### config.mk
export PLATFORM = sky130hd
export DESIGN_NAME = battle_sequencer
export DESIGN_NICKNAME = d
export VERILOG_FILES = /design/src/rtl/battle_sequencer.sv
export SDC_FILE = /design/constraint.sdc
export NUM_CORES = 1
export LEC_CHECK = 0
export CAP_MARGIN = 10
export CORE_MARGIN = 8
export CORE_UTILIZATION = 47
export DETAILED_ROUTE_END_ITERATION = 8
export PLACE_DENSITY = 0.85
export RECOVER_POWER = 50
export SLEW_MARGIN = 20
export SYNTH_ARGS = -nofsm -noshare
export SYNTH_HDL_FRONTEND = slang
export SYNTH_SLANG_ARGS = --single-unit
### constraint.sdc
create_clock -name clk -period 4.3 [get_ports clk]
set_input_delay 1.29 -clock clk [delete_from_list [all_inputs] [get_ports clk]]
set_output_delay 1.29 -clock clk [all_outputs]
set_load 0.03 [all_outputs]
### src/rtl/battle_sequencer.sv
// battle_sequencer: phase/round controller for the battle screen.
// Tracks HP, declares WIN/LOSE and composites phase pixel with overlay.
module battle_sequencer #(
    parameter int NUM_PHASES     = 3,
    parameter int HP_W           = 8,
    parameter int PLAYER_MAX_HP  = 20,
    parameter int ENEMY_MAX_HP   = 100,
    parameter int MAX_ROUNDS     = 0,
    parameter int TIMEOUT_CYCLES = 0,
    localparam int IDX_W = $clog2(NUM_PHASES)
) (
    input  logic                     clk,
    input  logic                     rst,
    input  logic [NUM_PHASES-1:0]    finished_in,
    input  logic                     damage_in,
    input  logic                     attack_valid_in,
    input  logic [HP_W-1:0]          attack_amt_in,
    input  logic                     restart_in,
    input  logic [12*NUM_PHASES-1:0] phase_pixel_in,
    input  logic [11:0]              overlay_pixel_in,
    output logic [NUM_PHASES-1:0]    phase_onehot_out,
    output logic [IDX_W-1:0]         phase_idx_out,
    output logic                     round_rst_out,
    output logic [15:0]              round_count_out,
    output logic [HP_W-1:0]          player_hp_out,
    output logic [HP_W-1:0]          enemy_hp_out,
    output logic                     win_out,
    output logic                     lose_out,
    output logic [11:0]              pixel_out
);

    localparam int WD_W = (TIMEOUT_CYCLES > 1) ? $clog2(TIMEOUT_CYCLES) : 1;
    localparam logic [WD_W-1:0] WD_LAST =
        WD_W'((TIMEOUT_CYCLES > 0) ? TIMEOUT_CYCLES - 1 : 0);
    localparam logic [IDX_W-1:0] LAST_PH = IDX_W'(NUM_PHASES - 1);
    localparam logic [HP_W-1:0]  P_MAX   = HP_W'(PLAYER_MAX_HP);
    localparam logic [HP_W-1:0]  E_MAX   = HP_W'(ENEMY_MAX_HP);
    localparam logic [15:0]      R_MAX   = 16'(MAX_ROUNDS);

    typedef enum logic [1:0] {
        ST_PHASE,
        ST_ROUND_END,
        ST_WIN,
        ST_LOSE
    } state_t;

    state_t                  r_state;
    logic [IDX_W-1:0]        r_phase;
    logic [NUM_PHASES-1:0]   r_fin_d1;
    logic [NUM_PHASES-1:0]   r_fin_d2;
    logic [WD_W-1:0]         r_wd;
    logic [HP_W-1:0]         r_php;
    logic [HP_W-1:0]         r_ehp;
    logic [15:0]             r_cnt;
    logic                    r_rrst;
    logic [NUM_PHASES-1:0]   r_onehot;
    logic                    r_win;
    logic                    r_lose;
    logic [11:0]             r_pixel;

    state_t                  w_state_nxt;
    logic [IDX_W-1:0]        w_phase_nxt;
    logic [WD_W-1:0]         w_wd_nxt;
    logic [HP_W-1:0]         w_php_nxt;
    logic [HP_W-1:0]         w_ehp_nxt;
    logic [15:0]             w_cnt_nxt;
    logic                    w_rrst_nxt;
    logic [NUM_PHASES-1:0]   w_fin_edge;
    logic                    w_cur_edge;
    logic                    w_wd_exp;
    logic                    w_live;
    logic                    w_adv;
    logic [11:0]             w_sel_pix;
    logic [11:0]             w_pix_nxt;

    function automatic logic [3:0] sat4(input logic [3:0] a, input logic [3:0] b);
        logic [4:0] s;
        s = {1'b0, a} + {1'b0, b};
        return s[4] ? 4'hF : s[3:0];
    endfunction

    // Finish edge for the active phase, watchdog expiry and pixel select.
    always_comb begin
        w_fin_edge = r_fin_d1 & ~r_fin_d2;
        w_cur_edge = 1'b0;
        w_sel_pix  = '0;
        for (int k = 0; k < NUM_PHASES; k++) begin
            if (r_phase == IDX_W'(k)) begin
                w_cur_edge = w_fin_edge[k];
                w_sel_pix  = phase_pixel_in[12*k +: 12];
            end
        end
        w_wd_exp = (TIMEOUT_CYCLES != 0) && (r_wd == WD_LAST);
        w_live   = (r_state == ST_PHASE) || (r_state == ST_ROUND_END);
        w_adv    = (r_state == ST_PHASE) && (w_cur_edge || w_wd_exp);
    end

    // Next-state, HP and round bookkeeping; death overrides everything else.
    always_comb begin
        w_state_nxt = r_state;
        w_phase_nxt = r_phase;
        w_wd_nxt    = r_wd + 1'b1;
        w_php_nxt   = r_php;
        w_ehp_nxt   = r_ehp;
        w_cnt_nxt   = r_cnt;
        w_rrst_nxt  = 1'b0;

        if (w_live && damage_in && (r_php != '0)) begin
            w_php_nxt = r_php - 1'b1;
        end
        if (w_live && attack_valid_in) begin
            w_ehp_nxt = (attack_amt_in >= r_ehp) ? '0 : r_ehp - attack_amt_in;
        end

        unique case (r_state)
            ST_PHASE: begin
                if (w_adv) begin
                    w_wd_nxt = '0;
                    if (r_phase == LAST_PH) begin
                        w_state_nxt = ST_ROUND_END;
                        w_rrst_nxt  = 1'b1;
                        w_cnt_nxt   = (r_cnt == 16'hFFFF) ? r_cnt : r_cnt + 16'd1;
                    end else begin
                        w_phase_nxt = r_phase + 1'b1;
                    end
                end
            end
            ST_ROUND_END: begin
                w_wd_nxt    = '0;
                w_phase_nxt = '0;
                if ((MAX_ROUNDS != 0) && (r_cnt == R_MAX)) begin
                    w_state_nxt = ST_WIN;
                end else begin
                    w_state_nxt = ST_PHASE;
                end
            end
            ST_WIN, ST_LOSE: begin
                w_wd_nxt = '0;
                if (restart_in) begin
                    w_state_nxt = ST_PHASE;
                    w_phase_nxt = '0;
                    w_php_nxt   = P_MAX;
                    w_ehp_nxt   = E_MAX;
                    w_cnt_nxt   = '0;
                    w_rrst_nxt  = 1'b1;
                end
            end
            default: begin
                w_state_nxt = ST_PHASE;
                w_phase_nxt = '0;
            end
        endcase

        if (w_live && (w_php_nxt == '0)) begin
            w_state_nxt = ST_LOSE;
            w_rrst_nxt  = 1'b0;
            w_cnt_nxt   = r_cnt;
        end else if (w_live && (w_ehp_nxt == '0)) begin
            w_state_nxt = ST_WIN;
            w_rrst_nxt  = 1'b0;
            w_cnt_nxt   = r_cnt;
        end
    end

    // Composite the active phase with the overlay; overlay alone otherwise.
    always_comb begin
        w_pix_nxt = overlay_pixel_in;
        if (r_state == ST_PHASE) begin
            w_pix_nxt = {sat4(w_sel_pix[11:8], overlay_pixel_in[11:8]),
                         sat4(w_sel_pix[7:4],  overlay_pixel_in[7:4]),
                         sat4(w_sel_pix[3:0],  overlay_pixel_in[3:0])};
        end
    end

    // State and output registers.
    always_ff @(posedge clk) begin
        if (!rst) begin
            r_state  <= ST_PHASE;
            r_phase  <= '0;
            r_fin_d1 <= '0;
            r_fin_d2 <= '0;
            r_wd     <= '0;
            r_php    <= P_MAX;
            r_ehp    <= E_MAX;
            r_cnt    <= '0;
            r_rrst   <= 1'b0;
            r_onehot <= NUM_PHASES'(1);
            r_win    <= 1'b0;
            r_lose   <= 1'b0;
            r_pixel  <= '0;
        end else begin
            r_state  <= w_state_nxt;
            r_phase  <= w_phase_nxt;
            r_fin_d1 <= finished_in;
            r_fin_d2 <= r_fin_d1;
            r_wd     <= w_wd_nxt;
            r_php    <= w_php_nxt;
            r_ehp    <= w_ehp_nxt;
            r_cnt    <= w_cnt_nxt;
            r_rrst   <= w_rrst_nxt;
            r_onehot <= (w_state_nxt == ST_PHASE) ?
                        (NUM_PHASES'(1) << w_phase_nxt) : '0;
            r_win    <= (w_state_nxt == ST_WIN);
            r_lose   <= (w_state_nxt == ST_LOSE);
            r_pixel  <= w_pix_nxt;
        end
    end

    assign phase_onehot_out = r_onehot;
    assign phase_idx_out    = r_phase;
    assign round_rst_out    = r_rrst;
    assign round_count_out  = r_cnt;
    assign player_hp_out    = r_php;
    assign enemy_hp_out     = r_ehp;
    assign win_out          = r_win;
    assign lose_out         = r_lose;
    assign pixel_out        = r_pixel;

endmodule

# ---- After elaboration in Yosys (flattened, before gate mapping)
# Cells that the tools add are included.
# W data, S select, Z words.
dict set report classes {
  addsub 7
  order_cmp 1
  eq_ne 12
  shifts 1
  muxes 37
  n_bitwise 5
  n_reduce_logical 18
}
# op n
set op_table {}
lappend op_table {{$mux W16} 4}
lappend op_table {{$mux W8} 7}
lappend op_table {{$mux W12} 4}
lappend op_table {{$pmux W16 S2} 1}
lappend op_table {{$add A16 B1 Y16 const B} 1}
lappend op_table {{$eq A16 B16 Y1 const B} 1}
lappend op_table {{$logic_not A8 Y1} 2}
lappend op_table {{$mux W2} 8}
lappend op_table {{$add A4 B4 Y5} 3}
lappend op_table {{$mux W4} 3}
lappend op_table {{$pmux W2 S3} 2}
lappend op_table {{$eq A2 B2 Y1 const B} 5}
lappend op_table {{$ge A8 B8 Y1} 1}
lappend op_table {{$reduce_bool A8 Y1} 1}
lappend op_table {{$sub A8 B1 Y8 const B} 1}
lappend op_table {{$sub A8 B8 Y8} 1}
lappend op_table {{$mux W1} 7}
lappend op_table {{$reduce_and A7 Y1} 1}
lappend op_table {{$logic_and A1 B1 Y1} 6}
lappend op_table {{$logic_not A2 Y1} 3}
lappend op_table {{$ne A2 B2 Y1 const B} 3}
lappend op_table {{$eq A2 B1 Y1 const B} 2}
lappend op_table {{$and A3 B3 Y3} 1}
lappend op_table {{$not A1 Y1} 3}
lappend op_table {{other kinds (10)} 10}
dict set report totals {
  regBits 60
  word_cells 94
}

# ---- Longest topological paths before layout
# Gate-level depths: netlist of the first run.
dict set report depth {
  ltp_word 12
  ltp_mapped 12
  mapped_depth_nobuf 11
}

# ---- Worst setup path after synthesis of the first run
# No wires, ideal clock.
dict set report synth_path {
  kind {input to register}
  start {input port attack_amt_in[0]}
  end {register r_cnt[14] (netlist: round_count_out[14])}
  arrival_ps 3584
  t_required_ps 4227
  path_slack_ps 643
  path_stages 9
  n_path_buf 0
  cell_sequence {ha_1 > inv_1 > fa_1 > a211o_1 > a2111oi_1 > or3_1 > o311ai_4 > or4_1 > a21oi_1}
}
dict set report synth_between {
  elab_chain_len 9
  elab_cells_between_ends 10
  classes_between {1 x add/sub; 1 x order compare; 4 x mux; 1 x bitwise; 3 x reduce/logical}
}
# item line_no
set synth_lines {}
lappend synth_lines {{start, declared} 17} ;# input logic [HP_W-1:0] attack_amt_in,
lappend synth_lines {{$sub A8 B8 Y8 / $ge A8 B8 Y1 (equally long branches)} 112} ;# w_ehp_nxt = (attack_amt_in >= r_ehp) ? '0 : r_ehp - attack_amt_in;
lappend synth_lines {{$mux W8 (*)} 112}
lappend synth_lines {{$mux W8 (*)} 111} ;# if (w_live && attack_valid_in) begin
lappend synth_lines {{$mux W8} 139} ;# if (restart_in) begin
lappend synth_lines {{$mux W8 (*)} 115} ;# unique case (r_state)
lappend synth_lines {{$logic_not A8 Y1 (*)} 158} ;# end else if (w_live && (w_ehp_nxt == '0)) begin
lappend synth_lines {{$logic_and A1 B1 Y1 (*)} 158}
lappend synth_lines {{$not A1 Y1 (no source line) (*)} --}
lappend synth_lines {{$reduce_and A7 Y1 (no source line) (*)} --}
lappend synth_lines {{end signal, assigned} 199} ;# r_cnt <= w_cnt_nxt;
lappend synth_lines {{end, declared} 54} ;# logic [15:0] r_cnt;
# Mark *: on every way between the ends. The rest lies on a longest branch, timed or not.
# A chain may end at the register's enable or synchronous reset.

# ---- Final worst setup path of the first run
# Ends and elaborated chain as after synthesis.

==> flow_summary.toml, run 1 <==
[logic_synthesis]
synth_xor_area_frac = 0.0280
synth_mux_area_frac = 0.00534
synth_top_family_by_area = "compound AO/OA/AOI/OAI gates"
postSynthAreaPerCell_sq_um = 8.80
syn_inst = 426
synthesis.area_sq_um = 3750
ys_seq_elements = 60
synth_warnings = 0
synth_common_cells = "60 x dfxtp_1, 29 x nand2_1, 29 x nor2_1"
synth_area_leaders = "dfxtp_1 32%, ha_1 8.7%, o221a_2 3.9%"
yosys.area_share.simple = 0.204
synthFlopType = "dfxtp_1"
synth.largest_area_cell = "dfxtp_1"
synth_edf_count = 0
synth-adder-area-share = 0.108
synth_cell_types = 63
synthesis.nets = 520
synth_compound_area_frac = 0.293
synth-seq-area-share = 0.320
synth_top_area_share = 0.320
async_flop_share = 0
yosysMostFrequentCell = "dfxtp_1"

[cells_and_area]
multiInputGateArea_sq_um = 2390
final_cell_area_sq_um = 5250
num_antenna_cells = 0
register_area_sq_um = 1200
finalNetCount = 639
layout-drive-gt1-share = 0.115
syn_to_final_growth_pct = 39.9
n_fill_cell = 647

[clocking]
cts_root_buf = "clkbuf_8"
cts_resized = 0
cts_inserted_buffers = 9
cts_tree = "done"
cts_sinks = 60
clock_latency_ns = 0.34
cts-htree-levels = 3
clockBufferDepth = 2
holdBufCountCts = 0
clk_pin_slew_ns = 0.08
cts_setup_buffers = 0

[placement]
pre_cts_ws_ns = -0.0823
port_buffers = 115
routabilityCongestion = 0.937
place_area_sq_um = 5030
dp_hpwl_um = 8820

[global_route]
antenna_found_initial = 0
grt_max_degree = 28
grt_pass1_vias = 3806
gr-total-overflow = 0
grt_usage = 0.200
grt_pass1_wl_um = 18500

[pwr]
leakage_uw = 0.00212
peakVddDrop_uv = 181
power_uw = 1800
power_density_nw_per_um2 = 343

[setup_path]
slowest_delay_ns = 0.55
crit_fanout = 10
critPathTopFamily = "compound AO/OA/AOI/OAI gates"
end_kind = "flip-flop"
worstPathCellList = "clkdlybuf4s50_1 > ha_1 > inv_1 > fa_1 > a211o_1 > a2111oi_1 > or3_1 > o311ai_4 > or4_1 > a21oi_1"
r2r-start = "phase_idx_out[1]$_SDFF_PN0_"
crit_buf_inv = 2
cp-start-kind = "input port"
worst_ep_required_time_ns = 4.58
cp_data_arrival_time_ns = 4.33
slowest_stage = "or4_1"
crit_start = "attack_amt_in[0]"
worstSetupPathType = "in -> reg"

[routing]
first_pass_iters = 4
wl_per_cell_um = 17.1
detail-route-antenna-nets = 0
drc = 0
drt_iter0_markers = 182
via_count = 3786
drt_wl_total_um = 11200
via_per_inst = 5.81

[floorplanning]
die_area_sq_um = 11100
fp-row-count = 32
die_h_um = 105
ios = 116
initial_core_util = 0.485
die_w_um = 105
core_sq_um = 7730

[sta]
post-route-period-util = 0.942
finClkSkew_ns = 0.00844
rsz0062_at_grt = "no"
tightest_slew_ns = 0.856
setup_slack_ns = 0.251
final-setup-viol-count = 0
fmax_mhz = 247
slew_viol_final = 0
tns_ns = 0
maxSlewHeadroom = 0.428
finalCriticalPeriod_ns = 4.05
hold_violations = 0

[min_path]
min_from = "r_fin_d1[2]$_SDFF_PN0_"
min_path_type = "reg -> reg"

[flow_run]
maxCapViolations = 0

[status]
status = "complete, no violations"
-- layout by cell type, fill, tap and decap left out, drive strengths merged, types with 3 or more instances in the layout --
| cell type | count |
|---|---|
| and2 | 14 |
| and3 | 4 |
| buf | 8 |
| xor2 | 5 |
| clkdlybuf4s50 | 73 |
| fa | 4 |
| xnor2 | 7 |
| dfxtp | 60 |
| nand2b | 7 |
| a211o | 6 |
| o31ai | 8 |
| o211ai | 6 |
| o311ai | 3 |
| nor3 | 10 |
| nor2 | 29 |
| o21ai | 31 |
| nand3 | 8 |
| or2 | 4 |
| ha | 26 |
| a21oi | 24 |
| a22oi | 14 |
| dlygate4sd3 | 42 |
| or3 | 9 |
| nor4 | 3 |
| nor2b | 4 |
| nand2 | 29 |
| clkbuf | 10 |
| nand4 | 7 |
| a31oi | 4 |
| or4 | 7 |
| a21o | 8 |
| a211oi | 6 |
| nor3b | 3 |
| inv | 25 |
| o221a | 13 |
-- power breakdown --
part           switching (uW)  total, uW  internal, uW
Combinational             331        602           271
Clock                     246        576           330
Sequential               25.4        624           598
-- routing by layer --
layer  track usage  routed length, um  vias to the layer above
met1         0.240               5090                     1808
met2         0.339               5320                      132
li1              -                  -                     1832
met4        0.0581                 99                        0
met3        0.0554                668                       14
met5             0                  0                        -
-- through the flow --
step                hold slack (ns)  utilization  std cells
floorplan                     0.427            -        426
global placement              0.445        0.651        636
detailed placement            0.448        0.651        636
CTS                           0.471        0.679        652
global route                  0.512        0.679        652
finish                        0.468        0.679        652
-- sequential cells by signal (all words and copies together) (netlist names) --
signal	count
round_count_out	16
pixel_out	12
enemy_hp_out	8
player_hp_out	8
phase_onehot_out	3
r_fin_d1	3
r_fin_d2	3
phase_idx_out	2
r_state	2
lose_out	1
round_rst_out	1
win_out	1
-- final timing paths --
| check | to | slack (ns) | depth (start not counted) |
|---|---|---|---|
| worst max-delay path | round_count_out[14]$_SDFFE_PN0P_ | 0.25 | 10 |
| worst min-delay path | r_fin_d2[2]$_SDFF_PN0_ | 0.47 | 1 |
| worst max register to register | pixel_out[3]$_SDFF_PN0_ | 1.02 | 9 |
| worst min register to register | r_fin_d2[2]$_SDFF_PN0_ | 0.47 | 1 |
-- kinds of logic after synthesis --
group,Yosys count
AOI/OAI and AO/OA,140
xor gates and xnor gates,12
adders and majority gates,30
buffers and inverters,39
DFF,60
muxes,2
and+or+nand+nor,143
-- cell type report --
| type | count | area share |
|---|---|---|
| flip-flops and latches | 60 | 0.229 |
| well taps | 102 | 0.0243 |
| clock buffers | 9 | 0.0236 |
| clock inverters | 7 | 0.0188 |
| repair buffers | 124 | 0.232 |
| inverters | 23 | 0.0165 |
| multi-input cells | 327 | 0.456 |
(Power assumes the default switching activity.)
==> run 2, diff against run 1 <==
--- a/config.mk
+++ b/config.mk
@@ -9,7 +9,8 @@
 export CORE_MARGIN = 8
 export CORE_UTILIZATION = 47
 export DETAILED_ROUTE_END_ITERATION = 8
-export PLACE_DENSITY = 0.85
+export DONT_BUFFER_PORTS = 1
+export PLACE_DENSITY = 0.67
 export RECOVER_POWER = 50
 export SLEW_MARGIN = 20
 export SYNTH_ARGS = -nofsm -noshare
==> run 2 against run 1 <==
  * Non-clock buffer count down 122
  * First-iteration DRC count fell by 5.5%
  * Core utilization shrank 16 points
  * Critical path type is now reg -> reg
  * Flip-flop and latch count is the same
  * Sequential power increased by 14%
  * Combinational power decreased by 37%
  * Clock skew grew 0.0027 ns
  * Clock-buffer cell count unchanged
  * Design area decreased by 23%
==> flow_summary.toml, run 2 (synthesis results as in run 1) <==
[global_route]
grt_use_met2 = 0.286
grt_max_degree = 29
grt_pass1_wl_um = 16300
met1_usage = 0.204
gr-total-overflow = 0
grt_pass1_vias = 3279
antenna_found_initial = 0
busiest_layer = "met2"
grt_use_met3 = 0.0749
grt_usage = 0.178

[sta]
rsz0062_at_grt = "no"
finClkSkew_ns = 0.0111
tightest_slew_ns = 1.20
hold_violations = 0
slew_viol_final = 0
finalCriticalPeriod_ns = 3.76
maxSlewHeadroom = 0.187
hold_slack_ns = 0.470
post-route-period-util = 0.876
tns_ns = 0
fmax_mhz = 266
final-setup-viol-count = 0

[setup_path]
worst_ep_required_time_ns = 4.56
worstPathCellList = "or4_4 > o311ai_0 > mux2i_1 > o221a_2 > o211ai_2 > or4_1 > a21oi_2"
cp-start-kind = "flip-flop"
end_kind = "flip-flop"
slowest_stage = "o311ai_0"
worstSetupPathType = "reg -> reg"
cp_data_arrival_time_ns = 4.02
slowest_delay_ns = 1.03
crit_fanout = 14

[floorplanning]
die_w_um = 105
core_sq_um = 7730
ios = 116
die_h_um = 105
fp-row-count = 32
die_area_sq_um = 11100
initial_core_util = 0.485

[pwr]
leakage_uw = 0.00157
power_uw = 1670
peakVddDrop_uv = 256
power_density_nw_per_um2 = 414

[routing]
drt_wl_total_um = 9930
drc = 0
detail-route-antenna-nets = 0
wl_per_cell_um = 18.7
drt_iter0_markers = 172
via_per_inst = 6.20
first_pass_iters = 4
via_count = 3288

[clocking]
cts_resized = 0
cts_tree = "done"
clockBufferDepth = 2
holdBufCountCts = 0
cts_setup_buffers = 0
clock_latency_ns = 0.35
cts-htree-levels = 3
cts_sinks = 60
cts_root_buf = "clkbuf_8"
clk_pin_slew_ns = 0.08
cts_inserted_buffers = 9

[cells_and_area]
largest_register_ffs = 16
fin_cells = 530
final_cell_mix = "60 x dfxtp_1, 29 x nand2_1, 29 x nor2_1"
final_cell_area_sq_um = 4030
mostFrequentLayoutCell = "dfxtp_1"
syn_to_final_growth_pct = 7.44
layout-drive-gt1-share = 0.131
finalNetCount = 517
num_antenna_cells = 0

[placement]
post-place-cells = 514
routabilityCongestion = 0.926
place_area_sq_um = 3820
dp_hpwl_um = 7610
port_buffers = 0

[flow_run]
maxCapViolations = 0

[min_path]
min_path_type = "reg -> reg"

[status]
status = "complete, no violations"
run 2: where the power goes:
group	internal, uW	switching [uW]
clock	330	251
sequential	599	111
combinational	166	212
total	1090	574
run 2: layout make-up:
cell class                 count  area, sq um
tap                          102          128
clock inverter                 7         98.8
inverter                      23         86.3
timing repair buffer           2         15.0
sequential                    60         1200
fill                         738         3700
clock buffer                   9          124
multi-input combinational    327         2380
run 2: routing by layer:
| metal | up-vias | wire length, um |
|---|---|---|
| met5 | - | 0 |
| met4 | 0 | 178 |
| li1 | 1594 | - |
| met1 | 1534 | 4170 |
| met2 | 145 | 4570 |
| met3 | 15 | 1010 |
run 2: final timing paths:
check	cells after the start	to	startpoint	slack [ns]
worst max-delay path	7	round_count_out[15]$_SDFFE_PN0P_	player_hp_out[2]$_SDFF_PN1_	0.54
worst max register to register	7	round_count_out[15]$_SDFFE_PN0P_	player_hp_out[2]$_SDFF_PN1_	0.54
worst min register to register	1	r_fin_d2[0]$_SDFF_PN0_	r_fin_d1[0]$_SDFF_PN0_	0.47
worst min-delay path	1	r_fin_d2[0]$_SDFF_PN0_	r_fin_d1[0]$_SDFF_PN0_	0.47
run 2: stage by stage:
step                setup WS (ns)  utilization
CTS                         0.678        0.524
detailed placement          0.294        0.495
global route                0.259        0.521
global placement            0.388        0.495
floorplan                   0.643            -
finish                      0.535        0.521
run 2: critical path: cells and delay by family (launching register included):
| kind | cells | cell delay [ns] |
|---|---|---|
| and+or+nand+nor | 2 | 1.14 |
| muxes | 1 | 0.35 |
| AOI/OAI and AO/OA | 4 | 1.71 |
| DFF | 1 | 0.47 |
==> run 3, diff against run 2 <==
--- a/config.mk
+++ b/config.mk
@@ -8,6 +8,7 @@
 export CAP_MARGIN = 10
 export CORE_MARGIN = 8
 export CORE_UTILIZATION = 47
+export CTS_BUF_LIST = sky130_fd_sc_hd__clkbuf_4 sky130_fd_sc_hd__clkbuf_8 sky130_fd_sc_hd__clkbuf_16
 export DETAILED_ROUTE_END_ITERATION = 8
 export DONT_BUFFER_PORTS = 1
 export PLACE_DENSITY = 0.67
==> results of run 3 <==
Final layout, timing and power as in run 2 (identical DEF).
